**config.mk**
```make
export PLATFORM = sky130hd
export DESIGN_NAME = spi_acl2_responder
export DESIGN_NICKNAME = d
export VERILOG_FILES = /design/src/rtl/acl2_pkg.sv /design/src/rtl/spi_sync.sv /design/src/rtl/spi_acl2_responder.sv
export SDC_FILE = /design/constraint.sdc
export NUM_CORES = 1
export LEC_CHECK = 0
export ABC_CLOCK_PERIOD_IN_PS = 3350
export CORE_MARGIN = 2
export CORE_UTILIZATION = 57
export DETAILED_ROUTE_END_ITERATION = 6
export GPL_TIMING_DRIVEN = 0
export PLACE_DENSITY = 0.83
export SYNTH_ARGS = -nofsm -noshare
export SYNTH_HDL_FRONTEND = slang
export SYNTH_SLANG_ARGS = --single-unit
```
**constraint.sdc**
```tcl
create_clock -name CLK -period 3.35 [get_ports CLK]
set_input_delay 0.67 -clock CLK [delete_from_list [all_inputs] [get_ports CLK]]
set_output_delay 0.67 -clock CLK [all_outputs]
set_load 0.005 [all_outputs]
```
**src/rtl/acl2_pkg.sv**
```systemverilog
// Shared constants for the ACL2 register-model SPI responder: opcodes, register map,
// writable RAM window and FSM state encoding.
package acl2_pkg;

   localparam logic [7:0] CMD_WRITE = 8'h0A;
   localparam logic [7:0] CMD_READ  = 8'h0B;

   localparam logic [7:0] ADDR_DEVID_AD  = 8'h00;
   localparam logic [7:0] ADDR_DEVID_MST = 8'h01;
   localparam logic [7:0] ADDR_PARTID    = 8'h02;
   localparam logic [7:0] ADDR_REVID     = 8'h03;
   localparam logic [7:0] ADDR_XDATA     = 8'h08;
   localparam logic [7:0] ADDR_YDATA     = 8'h09;
   localparam logic [7:0] ADDR_ZDATA     = 8'h0A;
   localparam logic [7:0] ADDR_STATUS    = 8'h0B;

   localparam logic [7:0] ID_DEVID_AD  = 8'hAD;
   localparam logic [7:0] ID_DEVID_MST = 8'h1D;
   localparam logic [7:0] ID_PARTID    = 8'hF2;
   localparam logic [7:0] ID_REVID     = 8'h01;

   localparam logic [7:0] WR_LO     = 8'h10;
   localparam logic [7:0] WR_HI     = 8'h3F;
   localparam int         RAM_DEPTH = int'(WR_HI) - int'(WR_LO) + 1;
   localparam int         RAM_AW    = 6;

   typedef enum logic [2:0] {
      ST_IDLE,
      ST_CMD,
      ST_ADDR,
      ST_WDATA,
      ST_RDATA,
      ST_IGNORE
   } state_t;

   function automatic logic is_writable(input logic [7:0] a);
      return (a >= WR_LO) && (a <= WR_HI);
   endfunction

endpackage

```
**src/rtl/spi_sync.sv**
```systemverilog
// Pin synchronizer (STAGES >= 2 flops) plus registered rise/fall detect.
// Level and edge outputs are aligned: both appear STAGES+1 clocks after the pin moves.
module spi_sync #(
   parameter int STAGES = 2
) (
   input  logic clk_i,
   input  logic rst_i,
   input  logic pin_i,
   output logic lvl_o,
   output logic rise_o,
   output logic fall_o
);

   logic [STAGES-1:0] sync_q;
   logic              lvl_q;
   logic              rise_q;
   logic              fall_q;

   // The chain and level keep tracking the pin through reset, so a line that is
   // already low when reset releases produces no spurious edge afterwards.
   always_ff @(posedge clk_i) begin
      sync_q <= {sync_q[STAGES-2:0], pin_i};
      lvl_q  <= sync_q[STAGES-1];
      if (rst_i) begin
         rise_q <= 1'b0;
         fall_q <= 1'b0;
      end else begin
         rise_q <= sync_q[STAGES-1] & ~lvl_q;
         fall_q <= ~sync_q[STAGES-1] & lvl_q;
      end
   end

   assign lvl_o  = lvl_q;
   assign rise_o = rise_q;
   assign fall_o = fall_q;

endmodule

```
**src/rtl/spi_acl2_responder.sv**
```systemverilog
// SPI mode-0 slave modelling the ACL2 register interface, oversampled in the CLK domain.
// Pin-to-event latency SYNC_STAGES+1 clocks; MISO and WR_STROBE register one clock after the event.
module spi_acl2_responder
   import acl2_pkg::*;
#(
   parameter int ADDR_W      = 6,
   parameter int SYNC_STAGES = 2
) (
   input  logic              CLK,
   input  logic              RESET,
   input  logic              SCLK,
   input  logic              CS,
   input  logic              MOSI,
   output logic              MISO,
   output logic              MISO_OE,
   input  logic [7:0]        X_DATA,
   input  logic [7:0]        Y_DATA,
   input  logic [7:0]        Z_DATA,
   input  logic              DATA_READY,
   output logic              WR_STROBE,
   output logic [ADDR_W-1:0] WR_ADDR,
   output logic [7:0]        WR_DATA,
   output logic              BUSY
);

   logic sclk_lvl, sclk_rise, sclk_fall;
   logic cs_lvl, cs_rise, cs_fall;
   logic mosi_lvl, mosi_rise, mosi_fall;

   spi_sync #(.STAGES(SYNC_STAGES)) u_sync_sclk (
      .clk_i(CLK), .rst_i(RESET), .pin_i(SCLK),
      .lvl_o(sclk_lvl), .rise_o(sclk_rise), .fall_o(sclk_fall)
   );
   spi_sync #(.STAGES(SYNC_STAGES)) u_sync_cs (
      .clk_i(CLK), .rst_i(RESET), .pin_i(CS),
      .lvl_o(cs_lvl), .rise_o(cs_rise), .fall_o(cs_fall)
   );
   spi_sync #(.STAGES(SYNC_STAGES)) u_sync_mosi (
      .clk_i(CLK), .rst_i(RESET), .pin_i(MOSI),
      .lvl_o(mosi_lvl), .rise_o(mosi_rise), .fall_o(mosi_fall)
   );

   logic unused_sync;
   assign unused_sync = ^{sclk_lvl, cs_rise, mosi_rise, mosi_fall};

   state_t            state_q, state_d;
   logic [2:0]        bit_cnt_q, bit_cnt_d;
   logic [7:0]        rx_q, rx_d;
   logic [ADDR_W-1:0] ptr_q, ptr_d;
   logic              wr_flag_q, wr_flag_d;
   logic [7:0]        tx_q, tx_d;
   logic [2:0]        tx_cnt_q, tx_cnt_d;
   logic              first_q, first_d;
   logic              miso_q, miso_d;
   logic              strobe_q, strobe_d;
   logic [ADDR_W-1:0] wr_addr_q, wr_addr_d;
   logic [7:0]        wr_data_q, wr_data_d;
   logic              busy_q;
   logic              ram_we;
   logic [7:0]        ram_q [RAM_DEPTH];

   logic [7:0]        rx_byte;
   logic              byte_done;
   logic [ADDR_W-1:0] ptr_inc;
   logic [7:0]        rd_addr;
   logic [7:0]        rd_byte;
   logic [RAM_AW-1:0] rd_idx;
   logic [RAM_AW-1:0] wr_idx;

   assign rx_byte   = {rx_q[6:0], mosi_lvl};
   assign byte_done = sclk_rise && (bit_cnt_q == 3'd7);
   assign ptr_inc   = ptr_q + ADDR_W'(1);
   // The first byte of a read burst is fetched as the address byte completes.
   assign rd_addr   = (state_q == ST_ADDR) ? 8'(rx_byte[ADDR_W-1:0]) : 8'(ptr_inc);
   assign rd_idx    = RAM_AW'(rd_addr - WR_LO);
   assign wr_idx    = RAM_AW'(8'(ptr_q) - WR_LO);

   always_comb begin
      rd_byte = 8'h00;
      case (rd_addr)
         ADDR_DEVID_AD:  rd_byte = ID_DEVID_AD;
         ADDR_DEVID_MST: rd_byte = ID_DEVID_MST;
         ADDR_PARTID:    rd_byte = ID_PARTID;
         ADDR_REVID:     rd_byte = ID_REVID;
         ADDR_XDATA:     rd_byte = X_DATA;
         ADDR_YDATA:     rd_byte = Y_DATA;
         ADDR_ZDATA:     rd_byte = Z_DATA;
         ADDR_STATUS:    rd_byte = {7'b0, DATA_READY};
         default:        if (is_writable(rd_addr)) rd_byte = ram_q[rd_idx];
      endcase
   end

   always_comb begin
      state_d   = state_q;
      bit_cnt_d = bit_cnt_q;
      rx_d      = rx_q;
      ptr_d     = ptr_q;
      wr_flag_d = wr_flag_q;
      tx_d      = tx_q;
      tx_cnt_d  = tx_cnt_q;
      first_d   = first_q;
      miso_d    = 1'b0;
      strobe_d  = 1'b0;
      wr_addr_d = wr_addr_q;
      wr_data_d = wr_data_q;
      ram_we    = 1'b0;

      // CS high overrides everything, including an 8th SCLK edge in the same cycle.
      if (cs_lvl) begin
         state_d = ST_IDLE;
      end else begin
         case (state_q)
            ST_IDLE: begin
               if (cs_fall) begin
                  state_d   = ST_CMD;
                  bit_cnt_d = 3'd0;
               end
            end
            ST_CMD: begin
               if (sclk_rise) begin
                  rx_d      = rx_byte;
                  bit_cnt_d = bit_cnt_q + 3'd1;
               end
               if (byte_done) begin
                  if (rx_byte == CMD_WRITE) begin
                     state_d   = ST_ADDR;
                     wr_flag_d = 1'b1;
                  end else if (rx_byte == CMD_READ) begin
                     state_d   = ST_ADDR;
                     wr_flag_d = 1'b0;
                  end else begin
                     state_d = ST_IGNORE;
                  end
               end
            end
            ST_ADDR: begin
               if (sclk_rise) begin
                  rx_d      = rx_byte;
                  bit_cnt_d = bit_cnt_q + 3'd1;
               end
               if (byte_done) begin
                  ptr_d = rx_byte[ADDR_W-1:0];
                  if (wr_flag_q) begin
                     state_d = ST_WDATA;
                  end else begin
                     state_d  = ST_RDATA;
                     tx_d     = rd_byte;
                     tx_cnt_d = 3'd0;
                     first_d  = 1'b1;
                  end
               end
            end
            ST_WDATA: begin
               if (sclk_rise) begin
                  rx_d      = rx_byte;
                  bit_cnt_d = bit_cnt_q + 3'd1;
               end
               if (byte_done) begin
                  if (is_writable(8'(ptr_q))) begin
                     ram_we    = 1'b1;
                     strobe_d  = 1'b1;
                     wr_addr_d = ptr_q;
                     wr_data_d = rx_byte;
                  end
                  ptr_d = ptr_inc;
               end
            end
            ST_RDATA: begin
               miso_d = miso_q;
               if (sclk_fall) begin
                  if ((tx_cnt_q == 3'd0) && !first_q) begin
                     ptr_d  = ptr_inc;
                     miso_d = rd_byte[7];
                     tx_d   = {rd_byte[6:0], 1'b0};
                  end else begin
                     miso_d = tx_q[7];
                     tx_d   = {tx_q[6:0], 1'b0};
                  end
                  tx_cnt_d = tx_cnt_q + 3'd1;
                  first_d  = 1'b0;
               end
            end
            ST_IGNORE: ;
            default:   state_d = ST_IDLE;
         endcase
      end
   end

   always_ff @(posedge CLK) begin
      if (RESET) begin
         state_q   <= ST_IDLE;
         bit_cnt_q <= '0;
         rx_q      <= '0;
         ptr_q     <= '0;
         wr_flag_q <= 1'b0;
         tx_q      <= '0;
         tx_cnt_q  <= '0;
         first_q   <= 1'b0;
         miso_q    <= 1'b0;
         strobe_q  <= 1'b0;
         wr_addr_q <= '0;
         wr_data_q <= '0;
         busy_q    <= 1'b0;
      end else begin
         state_q   <= state_d;
         bit_cnt_q <= bit_cnt_d;
         rx_q      <= rx_d;
         ptr_q     <= ptr_d;
         wr_flag_q <= wr_flag_d;
         tx_q      <= tx_d;
         tx_cnt_q  <= tx_cnt_d;
         first_q   <= first_d;
         miso_q    <= miso_d;
         strobe_q  <= strobe_d;
         wr_addr_q <= wr_addr_d;
         wr_data_q <= wr_data_d;
         busy_q    <= ~cs_lvl;
      end
   end

   always_ff @(posedge CLK) begin
      if (RESET) begin
         for (int i = 0; i < RAM_DEPTH; i++) ram_q[i] <= 8'h00;
      end else if (ram_we) begin
         ram_q[wr_idx] <= rx_byte;
      end
   end

   assign MISO      = miso_q;
   assign MISO_OE   = busy_q;
   assign BUSY      = busy_q;
   assign WR_STROBE = strobe_q;
   assign WR_ADDR   = wr_addr_q;
   assign WR_DATA   = wr_data_q;

endmodule

```
==> impl_metrics.toml <==
[min_path]
min_path_type = "reg -> reg"
hold_path.startpoint = "u_sync_mosi.sync_q[1]"

[clocking]
cts.sinks = 573
cts_tree = "built"
cts_buffer_depth = 3
path_clk_slew_ns = 0.06
clk_latency_ns = 0.64
htree_levels = 2
cts_hold_buffers = 0
cts_root_buffer = "clkbuf_16"
numCtsBuffers = 58

[yosys]
async_flop_share_pct = 0
ys_types = 75
synth_area_um2 = 26500
ys.flop_type = "edfxtp_1"
ys_warn_count = 0
syn_inst = 2350
ys_seq_elements = 573
avgSynthCellArea_um2 = 11.3
ys_seq_area_share_pct = 62.6
synth_edf_count = 512

[sta]
setup_slack_ns = -0.244
fmax_ghz = 0.278
skew_ns = 0.0228
fin_crit_ns = 3.59
drv_slew = 24
post-route-period-util_pct = 107
worstMarginPinSlew_ns = 1.54
setup_violations = 25
hold_viol_final = 0
slew_headroom_pct = -2.94
rsz0062_at_grt = "true"

[floorplanning]
core_area_um2 = 46300
fp.dieH_um = 220
die_area_um2 = 48200
die_x_um = 220
std_cell_rows = 79
initial_core_util_pct = 57.3
ios = 48

[layout]
num-nets-final = 2763
nFillCells = 3033
layout-drive-gt1-share_pct = 23.0
layout.cells.non_filler = 3385
area.growth.synth_to_final_pct = 28.1

[setup_path]
cp.arrival_ns = 4.11
crit_fanout = 7
path_delay_family = "compound AO/OA/AOI/OAI gates"
path_class = "reg -> reg"
startpoint = "state_q[2]"
critPathSlowestCell = "or3b_4"
worstPathRequired_ns = 3.86
crit_chain = "or3b_4, buf_12, a21oi_4, buf_12, buf_16, buf_16, mux2i_4, mux2i_4, a32o_2, nand3b_1, o211ai_1, o21ai_2, a221o_1"
cp_num_buf_inv = 4
start_kind = "flop"
end_kind = "flop"
r2r-start = "state_q[2]"
critPathMaxStageDelay_ns = 0.50

[place]
finalWeightedCongestion = 1.06
dp_slack_ns = -2.07
io_buffer_count = 46
dp_hpwl_um = 75300
dp_cells = 3130

[power]
power_w = 0.0156
leakagePower_nw = 12.7
vdd_drop_max_mv = 0.460
power_density_nw_per_um2 = 460

[drt]
drt_pre_antenna_iters = 6
drt-initial-drc-count = 4060
ant_nets = 0
avgRoutedWirePerCell_um = 34.9
route.vias.total = 22674
routed_wl_um = 118000
drc_errors = 0
drt-vias-per-instance = 6.70

[job]
drv_cap = 1

[global_routing]
grtUsageMet3_pct = 15.4
use_met2_pct = 68.9
antenna_found_initial = 4
first_global_vias = 21164
grt_pass1_wl_um = 158000
grt.met1_usage_pct = 62.6
grt_max_degree = 24
grt_busiest_layer = "met2"
grt_use_total_pct = 48.6
gr-total-overflow = 0

[outcome]
violations = "capacitance limit, slew limit, setup timing"
status = "finished with violations"
## synth_stat cells (all sizes together) (4+ instances only)
cell	n	area share [%]
edfxtp	512	58
nand2	435	6.2
and2	346	8.2
nand3	194	3.7
nor2	116	1.7
clkbuf	96	1.4
buf	87	2.2
mux2i	67	2.6
a21oi	63	1.2
dfxtp	61	4.6
nor3	61	1.2
or2	48	1.1
o21ai	31	0.59
a211oi	18	0.51
a32oi	16	0.53
nand4	16	0.38
a31oi	15	0.35
a22oi	14	0.40
a311oi	13	0.43
mux4	13	1.1
and3	11	0.26
inv	10	0.14
o22ai	8	0.19
ha	7	0.33
nand3b	7	0.20
o31ai	7	0.20
a32o	5	0.19
nor4	5	0.12
o211ai	5	0.14
a2111oi	4	0.13
o311ai	4	0.13
or3	4	0.094
## cells in the final DEF, fill, tap and decap left out, types with 12 or more instances in the layout
cell type	n
clkbuf_8	13
mux2i_1	49
mux2i_4	15
buf_12	40
a21oi_1	48
nor2_1	77
clkdlybuf4s50_1	46
conb_1	128
dfxtp_1	52
mux4_2	13
clkbuf_16	63
buf_4	122
clkbuf_1	72
nand2_1	420
nand4_1	16
clkinv_2	17
nor2_4	20
buf_6	41
buf_8	16
nor2_2	19
nand3_1	169
nand2_2	12
o21ai_0	16
edfxtp_1	512
or2_2	46
nand3_2	21
and2_1	343
nor3_1	56
## what timing repair did
item / CTS / global route
setup buffers: 109 / 39
resized for setup: 468 / 123
endpoints found under the setup margin: 273 / 244
pin swaps: 72 / 55
cloned: 0 / 1
## logic make-up (layout without fill, tap and decap cells)
| family | after synthesis | count (layout) | share of synthesized area [%] |
|---|---|---|---|
| flip-flops | 573 | 573 | 62.6 |
| XOR/XNOR | 4 | 4 | 0.132 |
| AND/OR/NAND/NOR | 1259 | 1259 | 23.5 |
| multiplexers | 83 | 83 | 3.82 |
| other | 1 | 132 | 0.0141 |
| AO/OA/AOI/OAI | 229 | 229 | 5.91 |
| adder cells (fa/ha/maj) | 7 | 7 | 0.330 |
| buffers and inverters | 194 | 491 | 3.67 |
## layout make-up
| cell class | count | area, um^2 | share of cell area, % |
|---|---|---|---|
| clock buffers | 76 | 1640 | 4.83 |
| well taps | 607 | 759 | 2.24 |
| plain buffers | 177 | 1810 | 5.33 |
| repair buffers | 195 | 1860 | 5.47 |
| flip-flops and latches | 573 | 16600 | 48.9 |
| clock inverters | 32 | 405 | 1.19 |
| diodes | 4 | 10.0 | 0.0295 |
| inverters | 11 | 53.8 | 0.158 |
| multi-input cells | 1710 | 10800 | 31.8 |
## per-stage QoR
stage / setup TNS (ns) / instance area, um^2 / util, % / hold slack (ns)
finish: -1.88 / 34000 / 73.4 / 0.325
global route: -1.86 / 33900 / 73.4 / 0.329
CTS: -0.745 / 33200 / 71.7 / 0.327
detailed placement: -42.11 / 28200 / 61.0 / 0.313
global placement: -36.12 / 28200 / 61.0 / 0.309
floorplan: 0 / 27000 / - / 0.310
## per-layer routing
metal	share of wire [%]	routed length, um	vias up
met1	34	39800	10854
met5	0.047	56	-
li1	-	-	8997
met4	9.4	11100	4
met3	16	18700	588
met2	41	48400	2231
## registers in the layout, summed over array words and instances (netlist names), 2 cells and up
signal	count
ptr_q	6
WR_ADDR	6
u_sync_mosi.sync_q	2
rx_q	7
bit_cnt_q	3
state_q	3
u_sync_cs.sync_q	2
ram_q	512
WR_DATA	8
tx_cnt_q	3
tx_q	8
u_sync_sclk.sync_q	2
## worst paths after layout
kind / to / slack (ns) / cells after the start
setup / recovery: tx_q[7] / -0.24 / 13
hold / removal: u_sync_mosi.lvl_o / 0.33 / 0
setup reg to reg: tx_q[7] / -0.24 / 13
hold reg to reg: u_sync_mosi.lvl_o / 0.33 / 0
## power by group
part	internal, W	switching, W
Clock	0.00414	0.00294
Sequential	0.00798	0.0000959
Combinational	0.000141	0.000317
No activity file was read; power rests on OpenSTA's default activity.
